**config.mk**
```make
export PLATFORM = sky130hd
export DESIGN_NAME = fp32_div_seq
export DESIGN_NICKNAME = d
export VERILOG_FILES = /design/src/rtl/fp32_pkg.sv /design/src/rtl/fp32_classify.sv /design/src/rtl/fp32_div_seq.sv
export SDC_FILE = /design/constraint.sdc
export NUM_CORES = 1
export LEC_CHECK = 0
export ABC_AREA = 1
export CAP_MARGIN = 40
export CORE_MARGIN = 4
export CORE_UTILIZATION = 58
export DETAILED_ROUTE_END_ITERATION = 8
export HOLD_SLACK_MARGIN = 0.02
export PLACE_DENSITY = 0.85
export SLEW_MARGIN = 0
export SYNTH_ARGS = -nofsm -noshare
export SYNTH_HDL_FRONTEND = slang
export SYNTH_SLANG_ARGS = --single-unit
```
**constraint.sdc**
```tcl
create_clock -name clk -period 5.01 [get_ports clk]
set_input_delay 0.501 -clock clk [delete_from_list [all_inputs] [get_ports clk]]
set_output_delay 0.501 -clock clk [all_outputs]
set_load 0.005 [all_outputs]
```
**src/rtl/fp32_pkg.sv**
```systemverilog
// Shared FP32 format constants, flag positions and enums for the FP arithmetic datapath.
package fp32_pkg;
   localparam int EXP_BIAS = 127;
   localparam int EXP_MAX  = 255;
   localparam int FRAC_W   = 23;
   localparam int MANT_W   = 24;
   localparam int DIV_ITER = 26;
   localparam logic [31:0] QNAN = 32'h7FC00000;

   // flags = {invalid, div_by_zero, overflow, underflow}
   localparam int FLAG_INV = 3;
   localparam int FLAG_DBZ = 2;
   localparam int FLAG_OVF = 1;
   localparam int FLAG_UNF = 0;

   typedef enum logic [1:0] {IDLE, DIVIDE, ROUND, DONE} div_state_t;
   typedef enum logic [1:0] {NORMAL, ZERO, INF, NAN} fp_class_t;

   function automatic logic [31:0] fp_inf(input logic s);
      return {s, 8'(EXP_MAX), {FRAC_W{1'b0}}};
   endfunction

   function automatic logic [31:0] fp_zero(input logic s);
      return {s, 31'h0};
   endfunction
endpackage

```
**src/rtl/fp32_classify.sv**
```systemverilog
// Combinational FP32 operand classifier; denormals are reported as ZERO (flush-to-zero).
module fp32_classify
   import fp32_pkg::*;
(
   input  logic [7:0]        exp,
   input  logic [FRAC_W-1:0] frac,
   output fp_class_t         cls
);
   always_comb begin
      cls = NORMAL;
      if (exp == 8'd0)
         cls = ZERO;
      else if (exp == 8'(EXP_MAX))
         cls = (frac == '0) ? INF : NAN;
   end
endmodule

```
**src/rtl/fp32_div_seq.sv**
```systemverilog
// Sequential FP32 divider: restoring radix-2 mantissa division (one quotient bit per clock),
// then a single normalise/round cycle. Fixed 27-cycle latency from accept to out_valid.
module fp32_div_seq
   import fp32_pkg::*;
(
   input  logic        clk,
   input  logic        rst,
   input  logic        in_valid,
   output logic        in_ready,
   input  logic [31:0] A,
   input  logic [31:0] B,
   output logic        out_valid,
   input  logic        out_ready,
   output logic [31:0] F,
   output logic [3:0]  flags
);
   localparam logic signed [9:0] E_MAX_S = 10'(EXP_MAX);

   div_state_t            state;
   logic                  sign_r;
   logic signed [9:0]     exp_r;
   logic [MANT_W:0]       rem;
   logic [MANT_W-1:0]     mb;
   logic [DIV_ITER-1:0]   q;
   logic [4:0]            cnt;
   logic                  spec_r;
   logic [31:0]           spec_f;
   logic [3:0]            spec_flags;

   fp_class_t ca, cb;

   fp32_classify u_cls_a (.exp(A[30:23]), .frac(A[FRAC_W-1:0]), .cls(ca));
   fp32_classify u_cls_b (.exp(B[30:23]), .frac(B[FRAC_W-1:0]), .cls(cb));

   assign in_ready = (state == IDLE);

   // Special-case result is resolved at accept; the datapath still runs so latency is uniform.
   logic              s_in;
   logic              sp_hit;
   logic [31:0]       sp_f;
   logic [3:0]        sp_flags;
   logic signed [9:0] e_in;

   always_comb begin
      s_in     = A[31] ^ B[31];
      e_in     = $signed({2'b00, A[30:23]}) - $signed({2'b00, B[30:23]}) + 10'(EXP_BIAS);
      sp_hit   = 1'b1;
      sp_f     = '0;
      sp_flags = '0;
      if (ca == NAN || cb == NAN)
         sp_f = QNAN;
      else if ((ca == ZERO && cb == ZERO) || (ca == INF && cb == INF)) begin
         sp_f               = QNAN;
         sp_flags[FLAG_INV] = 1'b1;
      end else if (ca == INF)
         sp_f = fp_inf(s_in);
      else if (cb == ZERO) begin
         sp_f               = fp_inf(s_in);
         sp_flags[FLAG_DBZ] = 1'b1;
      end else if (ca == ZERO || cb == INF)
         sp_f = fp_zero(s_in);
      else
         sp_hit = 1'b0;
   end

   logic              rem_ge;
   logic [MANT_W:0]   rem_sub;

   always_comb begin
      rem_ge  = rem >= {1'b0, mb};
      rem_sub = rem_ge ? rem - {1'b0, mb} : rem;
   end

   logic [MANT_W-1:0] mant;
   logic              guard, sticky, rnd_up, rnd_carry;
   logic signed [9:0] e_norm, e_fin;
   logic [FRAC_W-1:0] frac_fin;

   // Quotient lies in (0.5, 2): q[25] selects which window holds the 24-bit mantissa.
   always_comb begin
      if (q[DIV_ITER-1]) begin
         mant   = q[25:2];
         guard  = q[1];
         sticky = q[0] | (|rem);
         e_norm = exp_r;
      end else begin
         mant   = q[24:1];
         guard  = q[0];
         sticky = |rem;
         e_norm = exp_r - 10'sd1;
      end
      rnd_up    = guard & (sticky | mant[0]);
      rnd_carry = rnd_up & (&mant);
      e_fin     = e_norm + $signed({9'd0, rnd_carry});
      frac_fin  = mant[FRAC_W-1:0] + FRAC_W'(rnd_up);
   end

   always_ff @(posedge clk or posedge rst) begin
      if (rst) begin
         state      <= IDLE;
         F          <= '0;
         flags      <= '0;
         out_valid  <= 1'b0;
         sign_r     <= 1'b0;
         exp_r      <= '0;
         rem        <= '0;
         mb         <= '0;
         q          <= '0;
         cnt        <= '0;
         spec_r     <= 1'b0;
         spec_f     <= '0;
         spec_flags <= '0;
      end else begin
         case (state)
            IDLE: if (in_valid) begin
               sign_r     <= s_in;
               exp_r      <= e_in;
               rem        <= {1'b0, 1'b1, A[FRAC_W-1:0]};
               mb         <= {1'b1, B[FRAC_W-1:0]};
               q          <= '0;
               cnt        <= '0;
               spec_r     <= sp_hit;
               spec_f     <= sp_f;
               spec_flags <= sp_flags;
               state      <= DIVIDE;
            end
            DIVIDE: begin
               q   <= {q[DIV_ITER-2:0], rem_ge};
               rem <= rem_sub << 1;
               cnt <= cnt + 5'd1;
               if (cnt == 5'(DIV_ITER - 1))
                  state <= ROUND;
            end
            ROUND: begin
               out_valid <= 1'b1;
               state     <= DONE;
               if (spec_r) begin
                  F     <= spec_f;
                  flags <= spec_flags;
               end else if (e_fin >= E_MAX_S) begin
                  F     <= fp_inf(sign_r);
                  flags <= 4'(1 << FLAG_OVF);
               end else if (e_fin <= 10'sd0) begin
                  F     <= fp_zero(sign_r);
                  flags <= 4'(1 << FLAG_UNF);
               end else begin
                  F     <= {sign_r, e_fin[7:0], frac_fin};
                  flags <= '0;
               end
            end
            DONE: if (out_ready) begin
               out_valid <= 1'b0;
               state     <= IDLE;
            end
            default: state <= IDLE;
         endcase
      end
   end
endmodule

```
==> results of run 1 <==
## final timing paths
check / from / endpoint / slack (ps) / depth (start not counted)
worst max-delay path: q[25] / F[0] / 930 / 22
worst min-delay path: F[14] / F[14] / 470 / 2
worst max register to register: q[25] / F[0] / 930 / 22
worst min register to register: F[14] / F[14] / 470 / 2
max in group asynchronous: rst / F[14] / 3470 / 3
min in group asynchronous: rst / flags[2] / 580 / 2
## layout make-up
class                   count  area (um^2)  area share (%)
repair buffers            117         1200            10.6
clock buffers              20          467            4.10
clock inverters            10          168            1.47
flip-flops and latches    136         3400            29.9
inverters                 215          810            7.12
multi-input cells         961         5060            44.5
well taps                 216          270            2.38
## report_power, final
part           total [W]  switching [W]  internal (W)
combinational    0.00465        0.00297       0.00168
sequential       0.00185       0.000310       0.00154
clock            0.00136       0.000493      0.000870
## worst register-to-register path: stages (launching register included)
cell and delay [ps]:
dfrtp_1 480, buf_16 210, buf_4 180, o21ai_0 220, inv_1 90, nor2_1 130, inv_1 90, nor4_1 280
nand3_1 120, nor3_1 260, ha_1 240, inv_1 60, nor2_1 160, nand2_1 100, nor2_2 130, nand3_1 120
nor2_2 130, nand2_2 110, xor2_4 270, nand3_2 150, nor2_4 320, nand2_1 100, nand2_1 70
## kinds of logic after synthesis
group / after synthesis
XOR/XNOR: 42
adder cells (fa/ha/maj): 46
flip-flops: 136
AND/OR/NAND/NOR: 630
AO/OA/AOI/OAI: 243
buffers and inverters: 251
## through the flow
stage                     worst slack (ps)  area [um^2]
after floorplan                        870         9430
after global placement                 877        10700
after detailed placement              1050        10700
after CTS                              922        11400
after global routing                   482        11400
final                                  925        11400
## cells in the mapped netlist (4+ instances only)
master	number	area, um^2
nand2_1	344	1290
a21o_1	5	37.5
o22ai_1	30	188
buf_1	5	18.8
a21oi_1	73	365
inv_2	4	15.0
ha_1	44	551
nor4_1	20	125
o21ai_0	98	490
nand4_1	33	206
xnor2_1	14	123
a22oi_1	15	113
dfrtp_1	136	3400
nand3_1	79	395
o211ai_1	4	30.0
xor2_1	25	219
nor2_2	5	31.3
inv_1	208	781
nor3_1	10	50.1
o21ai_1	5	25.0
nor2_1	119	447
clkbuf_1	23	86.3
buf_2	5	25.0
## registers in the layout (all words and copies together), names as in the netlist
name and flops:
sign_r 1, flags 4, F 32, exp_r 10, q 26, cnt 5
spec_flags 2, spec_r 1, rem 25, spec_f 3, mb 24, state 2
out_valid 1
## routing by layer
layer  GRT usage (%)  wire length, um  vias to the layer above  part of all wire [%]
met5               0                0                        -                     0
met4            12.3              969                        0                   3.7
li1                -                -                     4599                     -
met3            4.61             1560                       67                   6.0
met2            49.4            12500                      356                    48
met1            37.0            10900                     4277                    42
==> metrics, run 1 <==
global-route wire length before repair=42800 um; max-cap viol count=0; clk sinks=136; Syn Area/Cell=6.99 um^2; Final Hold Viols=0; post-synthesis mux area share=0%; PostCTS Resize Cnt=0; area of the die=0.0184 mm^2; vias in the first global route=8922; RePlAce Congestion=around 0.93; io pins=between 100 and 150; GRT overflow=0; commonest non-fill, non-tap cell in the layout=nand2_1; Crit Path Category=flip-flop to flip-flop; Clock transition at path regs=around 60 ps; Mapped Cells=around 1300; DIE HEIGHT=around 140 um; fin crit period=4080 ps; Core Util, Final=71.6%; XOR/XNOR Fraction of Synth Area=4.26%; IO Port Bufs=105; sequential fraction of the synthesis area=36.1%; slowest cell delay on critical path=480 ps; DR iter-0 viols=747; Primary FF master, synth=dfrtp_1; Post-Syn Area=0.00943 mm^2; # rows=46; GRT Resource Usage Total=29.1%; WP buf/inv=5; worst slew pin tran=862 ps; Clock Tree Buf Depth=2; final WL=26000 um; Post-synth EDFFs=0; Die Wd=136 um; clock root buffer master=clkbuf_16; complex-gate fraction of the synthesized area=14.3%; most frequent cells in the layout=nand2_1, inv_1, dfrtp_1; Max Clock Skew=9.76 ps; dpl hpwl=19900 um; DRC viols=0; Overall Power=roughly 0.008 W; CTS H-tree depth=4; fin. max-slew vios=0; adder-cell area share of the yosys netlist=6.26%; Crit Path Max Fanout=35; vias per cell=5.55; Net Count, Synth=between 1000 and 1500; fin cells=around 1700; starting density of the core=59.4%; area grow syn2layout=20.7%; number of synthesis warnings=0; antenna cells=0; kind of start point of the critical path=flip-flop; Final ANT Viol Nets=0; HP Class=flip-flop to flip-flop; peak supply drop=0.463 mV; antenna violations before repair=0; Slew HR=between 40% and 50%; Power Density=691 mW/mm^2; Crit. End Element=flip-flop; f_max=245 MHz; NumNets Final=about 1600; Setup Buffers After CTS=0; outcome=complete, no violations; delay-heaviest family, CP=simple AND/OR/NAND/NOR gates; vias=slightly above 9000; CP Cell Sequence=buf_16, buf_4, o21ai_0, inv_1, nor2_1, inv_1, nor4_1, nand3_1, nor3_1, ha_1, inv_1, nor2_1, nand2_1, nor2_2, nand3_1, nor2_2, nand2_2, xor2_4, nand3_2, nor2_4, nand2_1, nand2_1; Critical Path RT=5370 ps; Setup TNS=0 ps; Yosys reg bits=136; simple-gate share of the synthesized area=28.8%; hold bufs inserted after CTS=0; DR WL/cell=15.5 um; Critical Path AT=4450 ps; clk_lat worst skew=about 430 ps; fraction of layout instances using a drive strength above 1=4.87%; Placed Cells=1645; fillers=between 1000 and 1500; largest family of logic cells by synthesized area=simple AND/OR/NAND/NOR gates; Async S/R FF share, synth=100%; core footprint=roughly 0.016 mm^2; Final Setup Violations=0; total CTS buffers=17; CP max stage cell=dfrtp_1; Period Utilization, post-route=81.5%; unrepaired setup endpoints after global routing=no; drt pass-1 iters=6; Leak=~5.4 nW; worst hold margin=roughly 470 ps; synth unique cells=47; largest net degree at the start of global routing=67; CTS tree=done
Note: power is estimated with default switching activity, not from simulation.
==> inputs of run 2 (changes only) <==
--- a/config.mk
+++ b/config.mk
@@ -8,10 +8,10 @@
 export ABC_AREA = 1
 export CAP_MARGIN = 40
 export CORE_MARGIN = 4
-export CORE_UTILIZATION = 58
+export CORE_UTILIZATION = 52
 export DETAILED_ROUTE_END_ITERATION = 8
 export HOLD_SLACK_MARGIN = 0.02
-export PLACE_DENSITY = 0.85
+export PLACE_DENSITY = 0.81
 export SLEW_MARGIN = 0
 export SYNTH_ARGS = -nofsm -noshare
 export SYNTH_HDL_FRONTEND = slang
==> constraint.sdc (replaced) <==
create_clock -name clk -period 3.74 [get_ports clk]
set_input_delay 0.374 -clock clk [delete_from_list [all_inputs] [get_ports clk]]
set_output_delay 0.374 -clock clk [all_outputs]
set_load 0.005 [all_outputs]
==> metrics, run 2 (synthesis gave the netlist of run 1 again) <==
most frequent CP cell=inv_2; DR iter-0 viols=923; largest reg by FF count=F; R2R setup slack=-40 ps; Pint=around 0.0056 W; GR Util met3=between 4 and 5%; failing checks=negative setup slack; GRT Resource Usage Total=25.6%; Die Wd=~140 um; max FFs per register=32; area grow syn2layout=25.6%; HP Class=primary input to async pin; M1 GR Usage=33.1%; peak supply drop=0.485 mV; Slew HR=43.2%; pre-CTS setup slack=about 65 ps; GRT overflow=0; commonest non-fill, non-tap cell in the layout=nand2_1; RePlAce Congestion=1.01; Final Hold Viols=0; Setup TNS=-246 ps; global-route wire length before repair=42200 um; CP max stage cell=dfrtp_2; antenna cells=0; kind of start point of the critical path=flip-flop; combinational power share=between 60% and 70%; fraction of layout instances using a drive strength above 1=9.75%; area of the die=0.0204 mm^2; met2 usage=41.9%; Regs by FF count=F (32), q (26), rem (25); fin. max-slew vios=0; Period Utilization, post-route=101%; fin crit period=3780 ps; starting density of the core=a little over half; core footprint=0.0175 mm^2; Reg power frac=22.9%; fin cells=1712; f_max=265 MHz; Power Density=923 mW/mm^2; Crit Path Max Fanout=8; io pins=106; Placed Cells=about 1700; # rows=48; Leak=5.62 nW; DRC viols=0; clock share of power=16.8%; Critical Path RT=between 4000 and 5000 ps; net switching power=0.00528 W; Clock transition at path regs=around 60 ps; clock root buffer master=clkbuf_16; most frequent cells in the layout=nand2_1, inv_1, dfrtp_1; fillers=1486; Clock Tree Buf Depth=2; IO Port Bufs=between 100 and 150; drt pass-1 iters=6; Sw Share=48.3%; GRT busiest layer=met2; dpl hpwl=19300 um; DR WL/cell=15.7 um; total CTS buffers=17; CTS H-tree depth=4; CTS tree=done; Overall Power=0.0109 W; worst slew pin tran=851 ps; final WL=about 27000 um; critical path startpoint=q[25]; largest net degree at the start of global routing=68; Final ANT Viol Nets=0; Critical Path AT=4150 ps; NumNets Final=between 1500 and 2000; unrepaired setup endpoints after global routing=yes; vias in the first global route=8826; outcome=complete, but fails checks; vias=9573; worst setup margin=-37.9 ps; launch point of the worst reg-to-reg path=q[25]; clk sinks=~140; max-cap viol count=0; Crit. End Element=flip-flop; CP Cell Sequence=clkbuf_16, o21ai_4, inv_2, nor2_2, inv_2, nor4_2, nand3_1, nor3_2, ha_2, ha_4, inv_2, a21oi_4, nand3_2, nor2_2, nand3_1, nand2_1, nand2_2, nand3_4, nand3_4, nor2_4, clkbuf_16, nand2_2, nand2_1; Crit Path Category=flip-flop to flip-flop; Final Setup Violations=13; DIE HEIGHT=roughly 140 um; slowest cell delay on critical path=490 ps; worst hold margin=420 ps; Max Clock Skew=6.99 ps; clk_lat worst skew=430 ps; antenna violations before repair=0; vias per cell=5.59
==> run 2: cell types whose count changed in the layout (fill, tap and decap cells not counted), moves of 6 or more <==
cell	before	now
buf_4	9	29
nand2_1	344	326
nand2_2	3	18
o21ai_0	98	91
inv_1	207	201
inv_2	4	10
nor2_1	119	113
==> run 2: area by class of cell <==
| cell class | instances | area, um^2 | share of cell area, % |
|---|---|---|---|
| multi-input cells | 961 | 5260 | 44.4 |
| clock inverters | 15 | 213 | 1.80 |
| inverters | 215 | 811 | 6.84 |
| flip-flops and latches | 136 | 3400 | 28.7 |
| repair buffers | 143 | 1450 | 12.2 |
| clock buffers | 17 | 425 | 3.59 |
| well taps | 225 | 282 | 2.38 |
==> run 2: power by group through the flow <==
stage | registers (W) | logic, W | clock network, W
floorplan | 0.00239 | 0.00442 | 0
global placement | 0.00247 | 0.00596 | 0
detailed placement | 0.00249 | 0.00605 | 0
CTS | 0.00247 | 0.00614 | 0.00186
global route | 0.00257 | 0.00732 | 0.00193
finish | 0.00250 | 0.00659 | 0.00184
==> run 2: final timing paths <==
| kind | end | depth (start not counted) |
|---|---|---|
| max | F[2] | 23 |
| min | q[18] | 2 |
| max reg2reg | F[2] | 23 |
| min reg2reg | mb[23] | 2 |
| max in group asynchronous | F[31] | 3 |
| min in group clk | mb[23] | 2 |
==> run 2: through the flow <==
step	instance area, um^2	util [%]
2_1_floorplan	9430	-
6_report	11800	67.5
3_3_place_gp	10800	61.6
5_1_grt	11800	67.5
4_1_cts	11500	65.4
3_5_place_dp	10800	61.6
==> run 2: layer usage <==
layer | vias up | part of all wire, %
met4 | 0 | 4.1
met2 | 403 | 48
met1 | 4416 | 42
li1 | 4662 | -
met5 | - | 0
met3 | 92 | 6.1
==> run 2: timing repair <==
action                     4_1_cts  5_1_grt
setup buffers                    1        9
setup endpoints to repair        5       33
gates resized for setup          0       71
hold buffers                     0        0
pin swaps                        1       14
gates cloned                     0        4
==> run 2: critical path: cells and delay by family (launching register included) <==
kind | cells | cell delay [ps]
adder cells (fa/ha/maj) | 2 | 440
AO/OA/AOI/OAI | 2 | 280
flip-flops | 1 | 490
AND/OR/NAND/NOR | 14 | 1900
buffers and inverters | 5 | 590
